$ cat src/rtl/acce_pkg.sv
// Shared definitions for the accelerator stream controller slice.
package acce_pkg;

    localparam int DATA_W = 32;

    typedef enum logic [2:0] {
        IDLE,
        LOAD_W,
        LOAD_F,
        RUN,
        DONE
    } state_t;

endpackage

$ cat src/rtl/acce_res_fifo.sv
// Result FIFO between accelerator output and memory sink; reports free entries
// and flags words dropped on overflow.
module acce_res_fifo #(
    parameter int FIFO_DEPTH = 8,
    parameter int DATA_W     = acce_pkg::DATA_W
) (
    input  logic                          clk,
    input  logic                          rst_n,
    input  logic                          i_push,
    input  logic [DATA_W-1:0]             i_push_data,
    input  logic                          i_pop,
    output logic [DATA_W-1:0]             o_pop_data,
    output logic                          o_full,
    output logic                          o_empty,
    output logic [$clog2(FIFO_DEPTH):0]   o_free,
    output logic                          o_drop
);

    localparam int AW = $clog2(FIFO_DEPTH);

    logic [DATA_W-1:0] r_mem [FIFO_DEPTH];
    logic [AW:0]       r_wr_ptr;
    logic [AW:0]       r_rd_ptr;
    logic [AW:0]       w_count;
    logic              w_do_push;
    logic              w_do_pop;

    assign w_count    = r_wr_ptr - r_rd_ptr;
    assign o_full     = (w_count == (AW+1)'(FIFO_DEPTH));
    assign o_empty    = (w_count == '0);
    assign o_free     = (AW+1)'(FIFO_DEPTH) - w_count;
    assign w_do_pop   = i_pop && !o_empty;
    // When full, a same-cycle pop frees the slot the push lands in.
    assign w_do_push  = i_push && (!o_full || w_do_pop);
    assign o_drop     = i_push && o_full && !w_do_pop;
    assign o_pop_data = o_empty ? '0 : r_mem[r_rd_ptr[AW-1:0]];

    // NOTE: the storage array has no reset; emptiness is defined by the pointers alone.
    always_ff @(posedge clk) begin
        if (w_do_push) begin
            r_mem[r_wr_ptr[AW-1:0]] <= i_push_data;
        end
    end

    // NOTE: this codebase's reset is active-high despite its name, hence posedge rst_n.
    always_ff @(posedge clk or posedge rst_n) begin
        if (rst_n) begin
            r_wr_ptr <= '0;
            r_rd_ptr <= '0;
        end else begin
            if (w_do_push) r_wr_ptr <= r_wr_ptr + 1'b1;
            if (w_do_pop)  r_rd_ptr <= r_rd_ptr + 1'b1;
        end
    end

endmodule

$ cat src/rtl/acce_stream_ctrl.sv
// Layer-job controller: streams weights then features into the accelerator and
// drains its results through a FIFO to the memory sink.
module acce_stream_ctrl
    import acce_pkg::*;
#(
    parameter int FIFO_DEPTH = 8,
    parameter int CNT_W      = 16
) (
    input  logic              clk,
    input  logic              rst_n,
    input  logic              start,
    input  logic [CNT_W-1:0]  w_words,
    input  logic [CNT_W-1:0]  f_words,
    input  logic [CNT_W-1:0]  o_words,
    output logic              busy,
    output logic              done,
    output logic              err,
    input  logic [DATA_W-1:0] src_data,
    input  logic              src_valid,
    output logic              src_ready,
    output logic [DATA_W-1:0] acc_data,
    output logic              acc_valid,
    output logic              acc_bus_free,
    input  logic              acc_weight_ing,
    input  logic [DATA_W-1:0] acc_res_data,
    input  logic              acc_res_valid,
    input  logic              acc_conv_done,
    output logic [DATA_W-1:0] snk_data,
    output logic              snk_valid,
    input  logic              snk_ready
);

    localparam int FW = $clog2(FIFO_DEPTH) + 1;

    state_t           r_state;
    state_t           w_state_nxt;
    logic [CNT_W-1:0] r_w_words, r_f_words, r_o_words;
    logic [CNT_W-1:0] r_w_cnt, r_f_cnt, r_out_cnt;
    logic [CNT_W-1:0] w_out_cnt_nxt;
    logic             r_conv_seen, r_err;
    logic             w_idle, w_loading, w_start_ok, w_start_bad;
    logic             w_push, w_pop, w_drop, w_full, w_empty;
    logic [FW-1:0]    w_free;
    logic             w_conv_seen_nxt, w_w_last, w_f_last, w_err_evt;

    assign w_idle      = (r_state == IDLE);
    assign w_loading   = (r_state == LOAD_W) || (r_state == LOAD_F);
    assign w_start_ok  = w_idle && start && (w_words != '0) && (o_words != '0);
    assign w_start_bad = w_idle && start && ((w_words == '0) || (o_words == '0));

    assign busy      = !w_idle;
    assign done      = (r_state == DONE);
    assign err       = r_err;
    assign src_ready = (r_state == LOAD_W) || ((r_state == LOAD_F) && !acc_weight_ing);
    assign acc_valid = src_valid && src_ready;
    assign acc_data  = w_loading ? src_data : '0;

    assign w_push       = acc_res_valid && !w_idle;
    assign snk_valid    = !w_empty;
    assign w_pop        = snk_valid && snk_ready;
    // Two free slots cover a result already in flight when bus_free drops.
    assign acc_bus_free = !w_idle && (w_free >= FW'(2));

    assign w_out_cnt_nxt   = (w_pop && (r_out_cnt != '1)) ? r_out_cnt + 1'b1 : r_out_cnt;
    assign w_conv_seen_nxt = r_conv_seen || (acc_conv_done && (w_loading || (r_state == RUN)));
    assign w_w_last        = ((r_w_cnt + 1'b1) == r_w_words);
    assign w_f_last        = ((r_f_cnt + 1'b1) == r_f_words);
    assign w_err_evt       = (acc_res_valid && w_idle) || w_drop
                           || (w_pop && (r_out_cnt >= r_o_words));

    acce_res_fifo #(
        .FIFO_DEPTH (FIFO_DEPTH),
        .DATA_W     (DATA_W)
    ) u_res_fifo (
        .clk         (clk),
        .rst_n       (rst_n),
        .i_push      (w_push),
        .i_push_data (acc_res_data),
        .i_pop       (w_pop),
        .o_pop_data  (snk_data),
        .o_full      (w_full),
        .o_empty     (w_empty),
        .o_free      (w_free),
        .o_drop      (w_drop)
    );

    // NOTE: next state defaults to the current state so no path leaves it unassigned.
    always_comb begin
        w_state_nxt = r_state;
        case (r_state)
            IDLE:   if (w_start_ok) w_state_nxt = LOAD_W;
            LOAD_W: if (acc_valid && w_w_last) w_state_nxt = (r_f_words == '0) ? RUN : LOAD_F;
            LOAD_F: if (acc_valid && w_f_last) w_state_nxt = RUN;
            RUN:    if (w_conv_seen_nxt && (w_out_cnt_nxt == r_o_words)) w_state_nxt = DONE;
            DONE:   w_state_nxt = IDLE;
            default: w_state_nxt = IDLE;
        endcase
    end

    always_ff @(posedge clk or posedge rst_n) begin
        if (rst_n) begin
            r_state     <= IDLE;
            r_w_words   <= '0;
            r_f_words   <= '0;
            r_o_words   <= '0;
            r_w_cnt     <= '0;
            r_f_cnt     <= '0;
            r_out_cnt   <= '0;
            r_conv_seen <= 1'b0;
            r_err       <= 1'b0;
        end else begin
            r_state <= w_state_nxt;
            if (w_start_ok) begin
                r_w_words   <= w_words;
                r_f_words   <= f_words;
                r_o_words   <= o_words;
                r_w_cnt     <= '0;
                r_f_cnt     <= '0;
                r_out_cnt   <= '0;
                r_conv_seen <= 1'b0;
                r_err       <= 1'b0;
            end else begin
                if (acc_valid && (r_state == LOAD_W)) r_w_cnt <= r_w_cnt + 1'b1;
                if (acc_valid && (r_state == LOAD_F)) r_f_cnt <= r_f_cnt + 1'b1;
                r_out_cnt   <= w_out_cnt_nxt;
                r_conv_seen <= w_conv_seen_nxt;
                r_err       <= r_err | w_start_bad | w_err_evt;
            end
        end
    end

endmodule

$ cat config.mk
export PLATFORM = sky130hd
export DESIGN_NAME = acce_stream_ctrl
export DESIGN_NICKNAME = d
export VERILOG_FILES = /design/src/rtl/acce_pkg.sv /design/src/rtl/acce_res_fifo.sv /design/src/rtl/acce_stream_ctrl.sv
export SDC_FILE = /design/constraint.sdc
export NUM_CORES = 1
export LEC_CHECK = 0
export CORE_MARGIN = 4
export CORE_UTILIZATION = 57
export DETAILED_ROUTE_END_ITERATION = 10
export GPL_TIMING_DRIVEN = 0
export HOLD_SLACK_MARGIN = 0.15
export PLACE_DENSITY_LB_ADDON = 0.25
export SKIP_CTS_REPAIR_TIMING = 1
export SYNTH_ARGS = -nofsm -noshare
export SYNTH_HDL_FRONTEND = slang
export SYNTH_SLANG_ARGS = --single-unit
$ cat constraint.sdc
create_clock -name clk -period 6.3 [get_ports clk]
set_clock_uncertainty 0.15 [all_clocks]
set_input_delay 0.63 -clock clk [delete_from_list [all_inputs] [get_ports clk]]
set_output_delay 0.63 -clock clk [all_outputs]
set_load 0.01 [all_outputs]
==> results.toml <==
[outcome]
status = "complete, no violations"

[synthesis]
avgSynthCellArea_um2 = 12.77
synth-main-ff-cell = "edfxtp_1"
synth_area_mm2 = 0.01684
async_flop_share_pct = 29.86
seq_area_frac_synth_pct = 61.83
ys_ff_latch = 365
yosys_warnings = 0
synthesis.nets = 1466
syn-instance-count = 1319
synth_edf_count = 256
ys_types = 64

[route]
vias = 11830
vias_per_cell = 5.979
drtAntennaViolNets = 0
routedWlPerCell_um = 22.08
drt_iter0_markers = 1154
met1_length_um = 17430
drc = 0
highest_layer = "met5"
drt_pass1_iterations = 6
wl_met3_um = 3182
wl_met2_um = 21830
totalWireLength_um = 43670

[critical_path]
end_kind = "primary output"
timing.rr.start = "u_res_fifo.r_rd_ptr[1]"
critPathMaxStageDelay_ps = 560
critical_path_class = "reg2out"
cp_top_family = "buffers and inverters"
worstPathCellList = "clkbuf_1 -> clkbuf_2 -> inv_1 -> fa_1 -> inv_1 -> ha_1 -> nand2_1 -> nor3_1 -> clkbuf_1 -> clkbuf_1 -> a21oi_1 -> clkdlybuf4s50_1"
crit_cells = 12
rrSetupSlack_ps = 870
crit_fanout = 10
cp.buffers_inverters = 7
critPathCapture = "snk_data[27]"
r2r_cells = 15
worstPathArrival_ps = 5170
reg2reg_to = "r_state[0]"
crit_top_cell = "clkbuf_1"
crit_start = "u_res_fifo.r_rd_ptr[1]"
required_ps = 5520
crit_slowest_cell = "clkbuf_1"
startpoint_type = "flip-flop"

[clock_tree]
cts_tree = "done"
htree_levels = 2
clkLatencyLatePin_ps = 540
path_clk_slew_ps = 60
cts_buffer_depth = 3
cts_buffers = 39
clock_sinks = 365
cts_root_buffer = "clkbuf_16"

[pwr]
vdd_drop_max_mv = 0.4865
powerDensity_mw_per_mm2 = 398.7
total_power_mw = 8.298
p_leak_nw = 7.799

[placed_design]
dp.cells = 1907
gp_congestion = 0.9472
dp_hpwl_um = 29170
place_area_mm2 = 0.01953
port_buffers = 189

[floorplanning]
rows = 62
fp.dieH_um = 179.9
io_pins = 191
die_w_um = 179.9
die_area_mm2 = 0.03237
core_area_mm2 = 0.02894
initial_utilization_pct = 58.22

[sta]
setup_viol = 0
grt_setup_unrepaired = "no"
fmax_mhz = 168.1
hold_violations = 0
drv_slew = 0
worst_pin_slew_ps = 1063
timing.final.crit_share_pct = 94.42
fin_crit_ps = 5948
slew_headroom_pct = 29.16

[layout]
syn_to_final_growth_pct = 23.55
fin_cells = 1978
fin_area_mm2 = 0.02081
drive_gt1_share_pct = 10.42
final_nets = 1711

[job]
drv_cap = 0

[grt]
grt_usage_pct = 26.79
grt_max_degree = 67
overflow = 0
grt_pass1_wl_um = 68840
grt_pass1_vias = 12130
antenna_found_initial = 2

[worst_hold_path]
min_path_type = "reg2reg"
[cell type report]
cell class,instances,area [um2]
diodes,1,2.502
inverters,39,148.9
plain buffers,67,277.8
repair buffers,204,2148
multi-input cells,848,6062
clock buffers,53,1059
clock inverters,17,219.0
well taps,384,480.5
fillers,1908,8123
flip-flops and latches,365,10420
[per-layer routing]
layer / global-route usage, % / up-vias
li1: - / 5342
met1: 36.10 / 5841
met2: 44.90 / 554
met3: 5.174 / 85
met4: 7.742 / 4
met5: 1.185 / -
[state kept, by name, summed over array words and instances, names as in the netlist]
register             flops
u_res_fifo.r_mem       256
r_f_cnt                 16
r_f_words               16
r_o_words               16
r_out_cnt               16
r_w_cnt                 16
r_w_words               16
u_res_fifo.r_rd_ptr      4
u_res_fifo.r_wr_ptr      4
r_state                  3
err                      1
r_conv_seen              1
[synthesized netlist by cell type (all sizes together) (8+ instances only)]
cell | instances | area share [%]
a21o | 8 | 0.36
a21oi | 46 | 1.4
a31oi | 11 | 0.41
and2 | 43 | 1.6
and3 | 13 | 0.51
buf | 16 | 0.43
clkbuf | 51 | 1.2
dfrtp | 109 | 16
edfxtp | 256 | 46
ha | 26 | 1.9
inv | 39 | 0.87
mux4 | 64 | 8.6
nand2 | 218 | 4.9
nand2b | 10 | 0.37
nand3 | 40 | 1.2
nand4 | 22 | 0.82
nor2 | 71 | 1.7
nor3 | 18 | 0.53
nor4 | 20 | 0.87
o21ai | 74 | 2.2
o31ai | 14 | 0.62
xnor2 | 48 | 2.5
xor2 | 31 | 1.6
[worst min path at each step]
stage          cells after the start           from            end
2_1_floorplan                      2    r_conv_seen    r_conv_seen
3_3_place_gp                       2  r_w_words[11]  r_w_words[11]
3_5_place_dp                       2   r_w_words[1]   r_w_words[1]
4_1_cts                            2   r_w_words[9]   r_w_words[9]
5_1_grt                            2   r_w_words[2]   r_w_words[2]
6_report                           2   r_w_words[9]   r_w_words[9]
[through the flow]
| step | worst slack [ps] | hold slack, ps | TNS [ps] | util, % |
|---|---|---|---|---|
| final | 351.6 | 351.3 | 0 | 71.93 |
| after global routing | 70.90 | 391.8 | 0 | 71.93 |
| after CTS | 46.16 | 352.6 | 0 | 71.91 |
| after detailed placement | 717.8 | 336.4 | 0 | 67.50 |
| after global placement | -1893 | 336.2 | -154140 | 66.41 |
| after floorplan | 928.1 | 298.6 | 0 | - |
[logic make-up after synthesis]
| family | share of synthesized area (%) |
|---|---|
| fa+ha+maj | 2.050 |
| simple gates | 13.36 |
| mux | 9.106 |
| buf+inv | 2.511 |
| xor+xnor | 4.241 |
| flops | 61.83 |
| compound gates | 6.901 |
[cell usage in the layout, fill, tap and decap left out, types with 39 or more instances in the layout]
cell / instances
clkbuf_16: 39
clkdlybuf4s50_1: 189
nor2_1: 63
clkbuf_1: 58
o21ai_0: 74
and2_1: 43
mux4_2: 64
edfxtp_1: 256
nand3_1: 39
xnor2_1: 48
nand2_1: 217
a21oi_1: 46
dfrtp_1: 109
[worst min-delay path: stages (launching register included)]
cell	delay [ps]
dfrtp_1	360
nand2_1	50
nand2_1	60
[where the power goes]
| group | total (mW) | switching, mW | internal (mW) |
|---|---|---|---|
| Clock | 2.30 | 0.947 | 1.36 |
| Combinational | 2.97 | 1.62 | 1.35 |
| Sequential | 3.03 | 0.122 | 2.91 |
Note: power is estimated with default switching activity, not from simulation.
